--- src/rtl/vector_pack_ctrl.sv ---
`default_nettype none
// ============================================================================
// Module      : vector_pack_ctrl
// Description : Builds a V-bit vector by inserting a handshaked stream of
//               N-bit scalars lane by lane into a latched base vector.
// Revision    : 1.0 - initial release
// ============================================================================
module vector_pack_ctrl #(
    parameter int V = 128,
    parameter int N = 32
) (
    input  logic         clk,
    input  logic         rst,
    input  logic         start,
    input  logic [V-1:0] base_vec,
    input  logic [1:0]   start_lane,
    input  logic [2:0]   lane_count,
    input  logic         elem_valid,
    input  logic [N-1:0] elem_data,
    output logic         elem_ready,
    output logic [1:0]   lane_sel,
    output logic         vec_valid,
    output logic [V-1:0] vec_data,
    input  logic         vec_ready,
    output logic         busy,
    output logic         err
);

    localparam int LANES = V / N;

    localparam logic [1:0] S_IDLE = 2'd0;
    localparam logic [1:0] S_LOAD = 2'd1;
    localparam logic [1:0] S_DONE = 2'd2;

    logic [1:0]   r_state;
    logic [1:0]   w_state_next;
    logic [V-1:0] r_acc;
    logic [1:0]   r_lane;
    logic [2:0]   r_rem;
    logic         r_err;

    logic         w_start_ok;
    logic         w_start_bad;
    logic         w_accept;
    logic [V-1:0] w_acc_ins;

    assign w_start_ok  = start && (lane_count != 3'd0) && (lane_count <= 3'd4);
    assign w_start_bad = start && !w_start_ok;
    assign w_accept    = (r_state == S_LOAD) && elem_valid;

    // Accumulator with the current lane replaced by the incoming scalar.
    for (genvar k = 0; k < LANES; k++) begin : g_lane
        assign w_acc_ins[N*k +: N] = (r_lane == 2'(k)) ? elem_data : r_acc[N*k +: N];
    end

    always_ff @(posedge clk) begin
        if (rst) begin
            r_state <= S_IDLE;
            r_acc   <= '0;
            r_lane  <= 2'd0;
            r_rem   <= 3'd0;
            r_err   <= 1'b0;
        end else begin
            r_state <= w_state_next;
            r_err   <= (r_state == S_IDLE) && w_start_bad;
            case (r_state)
                S_IDLE: begin
                    if (w_start_ok) begin
                        r_acc  <= base_vec;
                        r_lane <= start_lane;
                        r_rem  <= lane_count;
                    end
                end
                S_LOAD: begin
                    if (w_accept) begin
                        r_acc  <= w_acc_ins;
                        r_lane <= r_lane + 2'd1;
                        r_rem  <= r_rem - 3'd1;
                    end
                end
                default: ;
            endcase
        end
    end

    always_comb begin
        w_state_next = r_state;
        elem_ready   = 1'b0;
        lane_sel     = 2'd0;
        vec_valid    = 1'b0;
        vec_data     = '0;
        busy         = (r_state != S_IDLE);
        err          = r_err;
        case (r_state)
            S_IDLE: begin
                if (w_start_ok) w_state_next = S_LOAD;
            end
            S_LOAD: begin
                elem_ready = 1'b1;
                lane_sel   = r_lane;
                if (w_accept && (r_rem == 3'd1)) w_state_next = S_DONE;
            end
            S_DONE: begin
                vec_valid = 1'b1;
                vec_data  = r_acc;
                if (vec_ready) w_state_next = S_IDLE;
            end
            default: w_state_next = S_IDLE;
        endcase
    end

endmodule
`default_nettype wire

--- config.mk ---
export PLATFORM = sky130hd
export DESIGN_NAME = vector_pack_ctrl
export DESIGN_NICKNAME = d
export VERILOG_FILES = /design/src/rtl/vector_pack_ctrl.sv
export SDC_FILE = /design/constraint.sdc
export NUM_CORES = 1
export LEC_CHECK = 0
export CORE_MARGIN = 2
export CORE_UTILIZATION = 40
export DETAILED_ROUTE_END_ITERATION = 7
export HOLD_SLACK_MARGIN = 0.03
export PLACE_DENSITY_LB_ADDON = 0.2
export SLEW_MARGIN = 20
export SYNTH_ARGS = -nofsm -noshare
export SYNTH_HDL_FRONTEND = slang
export SYNTH_SLANG_ARGS = --single-unit
--- constraint.sdc ---
create_clock -name clk -period 1.65 [get_ports clk]
set_input_delay 0.165 -clock clk [delete_from_list [all_inputs] [get_ports clk]]
set_output_delay 0.165 -clock clk [all_outputs]
set_load 0.05 [all_outputs]
======== Word level (Yosys, flattened, before mapping) ========
Index checks and enable logic that the tools add are counted.
storage, ports and cells
  output and inout port bits .............. 134
  word-level logic and storage cells ...... 64
  register bits ........................... 136
  input bits .............................. 170
cells by class
  magnitude comparators ................... 1
  reductions and logical operators ........ 18
  multiplexer cells ....................... 21
  eq/ne operators ......................... 14
  $add $sub $neg .......................... 2
operators by type and width
  operator                                               number
  two-way mux 128 bit                                    3
  one-hot mux 128 bit (2 select lines)                   1
  two-way mux 32 bit                                     4
  AND reduction 4 bit                                    4
  two-way mux 2 bit                                      6
  inequality test 2 x 1 -> 1 bit, second input constant  5
  == test 2 bit, second input constant                   3
  logical AND 1 bit                                      6
  two-way mux 3 bit                                      2
  inequality test 2 bit, second input constant           3
  one-hot mux 2 bit (3 select lines)                     1
  one-hot mux 3 bit (2 select lines)                     1
  AND reduction 3 bit                                    2
  == test 2 x 1 -> 1 bit, second input constant          2
  zero test 2 bit                                        2
  one-hot mux 2 bit (2 select lines)                     1
  nonzero test 2 bit                                     2
  == test 3 x 1 -> 1 bit, second input constant          1
  <= comparator 3 bit, second input constant             1
  nonzero test 3 bit                                     1
  subtractor 3 x 1 -> 3 bit, second input constant       1
  adder 2 x 1 -> 2 bit, second input constant            1
  two-way mux 1 bit                                      2
  zero test 1 bit                                        1

======== Longest topological paths before layout ========
Gate-level depths: netlist of run 1.
  depth after elaboration ................. 6
  gate-level depth with buffers ........... 9
  gate-level depth less buffers ........... 6

======== Least setup slack after synthesis of run 1 ========
No wires, ideal clock.
  path kind ............................... register to output
  start point ............................. register r_state[1]
  end point ............................... output port vec_data[118]
  buffers on the path ..................... 1
  arrival time ............................ 1.714 ns
  cell stages (with the launch flop) ...... 4
  setup slack ............................. -0.229 ns
  path through ............................ dfxtp_1 nor2b_1 clkbuf_1 and2_1
between the ends
  longest elaborated chain between the ends .. 2
ends and longest elaborated chain
  item                    line  text
  start, declared         35    logic [1:0] r_state;
  start signal, assigned  64    r_state <= w_state_next;
  == test 2 bit           94    case (r_state)
  two-way mux 128 bit     94
  end, declared           23    output logic [V-1:0] vec_data,
No other way between the ends.

======== Worst setup path in the final report of run 1 ========
  start point ............................. register r_state[1]
  end point ............................... output port vec_data[41]
Same word-level chain as after synthesis.

==> summary.json, run 1 <==
{
  "status": {
    "status": "finished with violations",
    "failing_checks": "negative setup slack"
  },
  "global_route": {
    "global_route_wire_length_before_repair_um": 47900,
    "grt_usage_pct": 31.5,
    "grt_pass1_vias": 8253,
    "globalRouteOverflowTotal": 0,
    "antenna_found_initial": 1,
    "maximum_number_of_pins_on_one_net_before_global_route_repair": 68
  },
  "logic_synthesis": {
    "yosys_warnings": 0,
    "sequential_fraction_of_the_synthesis_area_pct": 36.5,
    "syn_area_mm2": 0.00747,
    "most_frequently_used_cell_type_in_the_post_synthesis_netlist": "and2_1",
    "syn_avg_cell_area_um2": 8.87,
    "synth_enable_flop_cells": 0,
    "netlist.area_leader.share_pct": 36.5,
    "post_synth_arst_share_pct": 0,
    "yosys.area.top_type": "dfxtp_1",
    "most_area_consuming_cells_after_synthesis": "dfxtp_1, a211oi_2, and2_1",
    "yosys_register_bits": 136,
    "most_used_standard_cells_in_the_synthesized_netlist": "and2_1, dfxtp_1, a21oi_1, nor3_1, a211oi_2",
    "mappedNetlistNets": 1018,
    "synth-main-ff-cell": "dfxtp_1",
    "syn-instance-count": 842,
    "yosysUniqueCellTypes": 32
  },
  "detailed_routing": {
    "route.detailed.vias_per_inst": 5.79,
    "finalWirelength_um": 33600,
    "drt_iter0_markers": 414,
    "detailed_route_via_count": 8090,
    "detail_route.first_pass.iterations": 5,
    "route.detailed.wl_per_inst_um": 24.0,
    "drt_drc_violations_left": 0,
    "antenna_left": 0
  },
  "critical_path": {
    "end_kind": "output port",
    "worst_setup_path_start_kind": "flip-flop",
    "crit-reg2reg-launch": "r_state[0]",
    "path_max_fanout": 19,
    "cp_slowest_cell": "dfxtp_2",
    "worst-endpoint-required_ns": 1.48,
    "crit_chain": "nor2b_4, buf_8, buf_12, and2_2, buf_12",
    "critical_path.startpoint": "r_state[1]",
    "timing.setup.critical_path_class": "reg -> out",
    "critical_path_arrival_ns": 1.79,
    "critPathMostFrequentCell": "buf_12",
    "critical_path_s_largest_stage_delay_ns": 0.39
  },
  "sta": {
    "period_share_pct": 118,
    "relSlewSlack_pct": 67.8,
    "layout_setup_ws_ns": -0.301,
    "timing.clock.skew_ns": 0.00571,
    "maxSlewViolCount": 0,
    "achievable-frequency_mhz": 512,
    "timing.final.setup_violations": 167,
    "rsz0062_at_grt": "yes",
    "worst-slew-pin-transition_ns": 0.484,
    "report.final.hold_viol_count": 0,
    "min_period_ns": 1.95,
    "finalSetupTns_ns": -33.29
  },
  "floorplanning": {
    "dieArea_mm2": 0.0198,
    "core_area_mm2": 0.0181,
    "initial_core_util_pct": 41.2,
    "die_x_um": 141,
    "io_pins": 304,
    "row_count": 49,
    "die_height_um": 141
  },
  "cells_and_area": {
    "drive_gt1_share_pct": 46.5,
    "register_area_mm2": 0.00273,
    "num-nets-final": 1331,
    "multi_input_comb_area_mm2": 0.00469,
    "areaGrowthSynthToFinish_pct": 89.1,
    "fill_cell_count": 1185
  },
  "cts": {
    "hold_buffers": 0,
    "cts-root-to-sink-buffers": 2,
    "cts.htree.levels": 4,
    "clkLatencyLatePin_ns": 0.43,
    "cts.sinks": 136,
    "cts_tree": "done",
    "clk_pin_slew_worst_paths_ns": 0.06,
    "cts_inserted_buffers": 17,
    "clock-root-buffer": "clkbuf_16"
  },
  "power": {
    "power.internal_w": 0.00772,
    "p_seq_share_pct": 35.2,
    "total_leakage_power_nw": 5.28,
    "netSwitchingPower_w": 0.00312,
    "power.density_cell_area_mw_per_mm2": 768,
    "power.share.combinational_pct": 25.2,
    "power_frac_clock_pct": 39.6,
    "finalPower_w": 0.0108,
    "switching_share_pct": 28.8,
    "worst_ir_drop_vdd_v": 0.000806
  },
  "placed_design": {
    "port_buffers": 303,
    "dp_worst_setup_slack_ns": -0.463,
    "gp_congestion": 0.835,
    "placed_wire_length_estimate_after_detailed_placement_um": 20500
  },
  "min_path": {
    "min-delay-start": "rst",
    "holdCritPathClass": "in -> reg"
  },
  "job": {
    "max_cap_violations": 0
  }
}
==> cell families (layout without fill, tap and decap cells) <==
family / after synthesis / in the layout / share of synthesized area (%)
mux: 2 / 2 / 0.268
simple gates: 326 / 327 / 24.8
other cells: 0 / 1 / 0
fa+ha+maj: 6 / 6 / 1.01
flops: 136 / 136 / 36.5
buf+inv: 103 / 428 / 6.78
compound gates: 269 / 269 / 30.7
==> path summary, 6_finish.rpt <==
kind                   to  slack, ns  depth (start not counted)
max          vec_data[41]      -0.30                          5
min            r_state[1]       0.13                          2
max reg2reg    r_acc[127]      -0.03                          7
min reg2reg      r_rem[2]       0.49                          2
==> repair_timing <==
item / in CTS / in global routing
cloned: 14 / 7
setup buffers: 12 / 6
endpoints found under the setup margin: 181 / 263
pin swaps: 58 / 30
gates resized for setup: 129 / 93
==> state kept, by name, summed over array words and instances, names as in the netlist <==
| register | cells |
|---|---|
| r_acc | 128 |
| r_rem | 3 |
| r_lane | 2 |
| r_state | 2 |
| err | 1 |
==> critical path, delay by kind of cell (launching register included) <==
| family | cells | cell delay (ns) |
|---|---|---|
| buffers and inverters | 3 | 0.49 |
| flip-flops | 1 | 0.39 |
| AND/OR/NAND/NOR | 2 | 0.46 |
==> layout by cell type, fill, tap and decap left out, types with 4 or more instances in the layout <==
| cell | Yosys | routed |
|---|---|---|
| ha_1 | 6 | 6 |
| nor3_1 | 128 | 127 |
| and2_1 | 160 | 18 |
| and2_2 | 0 | 17 |
| and3_4 | 0 | 4 |
| a211oi_1 | 8 | 4 |
| nand3_1 | 5 | 5 |
| nor2_1 | 8 | 5 |
| bufinv_16 | 0 | 5 |
| dfxtp_1 | 136 | 132 |
| buf_4 | 0 | 29 |
| buf_6 | 14 | 11 |
| buf_12 | 0 | 157 |
| buf_16 | 0 | 12 |
| a21oi_1 | 132 | 131 |
| inv_1 | 6 | 4 |
| or2_4 | 0 | 4 |
| and2_4 | 0 | 125 |
| clkbuf_16 | 0 | 23 |
| clkdlybuf4s50_1 | 0 | 167 |
| buf_8 | 0 | 5 |
| a211oi_2 | 120 | 123 |
| nand2_1 | 7 | 7 |
==> layout make-up <==
| class | count | area share, % |
|---|---|---|
| clock inverter | 12 | 1.39 |
| multi-input combinational | 604 | 33.2 |
| clock buffer | 20 | 3.23 |
| timing repair buffer | 389 | 40.6 |
| sequential | 136 | 19.3 |
| antenna | 1 | 0.0177 |
| inverter | 7 | 0.204 |
| tap | 229 | 2.03 |
==> power groups by stage <==
| stage | logic (W) | clock network, W | registers (W) |
|---|---|---|---|
| finish | 0.00273 | 0.00429 | 0.00382 |
| global route | 0.00289 | 0.00446 | 0.00385 |
| CTS | 0.00256 | 0.00430 | 0.00379 |
| detailed placement | 0.00232 | 0 | 0.00385 |
| global placement | 0.00227 | 0 | 0.00384 |
| floorplan | 0.00147 | 0 | 0.00381 |
==> per-layer routing <==
| metal | vias up | track usage [%] | part of all wire, % |
|---|---|---|---|
| met5 | - | 0 | 0 |
| li1 | 3665 | - | - |
| met4 | 0 | 14.4 | 4.3 |
| met2 | 435 | 55.7 | 50 |
| met1 | 3902 | 35.4 | 37 |
| met3 | 88 | 8.73 | 9.0 |
==> stage by stage <==
step	hold slack (ns)	std cells	utilization, %	area, um^2
2_1_floorplan	0.311	842	-	7600
3_5_place_dp	0.479	1330	68.2	12400
6_report	0.127	1398	77.8	14100
5_1_grt	0.128	1397	77.8	14100
4_1_cts	0.125	1388	76.1	13800
3_3_place_gp	0.473	1330	68.2	12400
No activity file was read; power rests on OpenSTA's default activity.
==> inputs of run 2 (changes only) <==
Settings changed: CAP_MARGIN from default to 20, HOLD_SLACK_MARGIN 0.03 to default.
==> results of run 2 <==
Same layout as run 1: the final DEF is identical, and so are final timing and power.
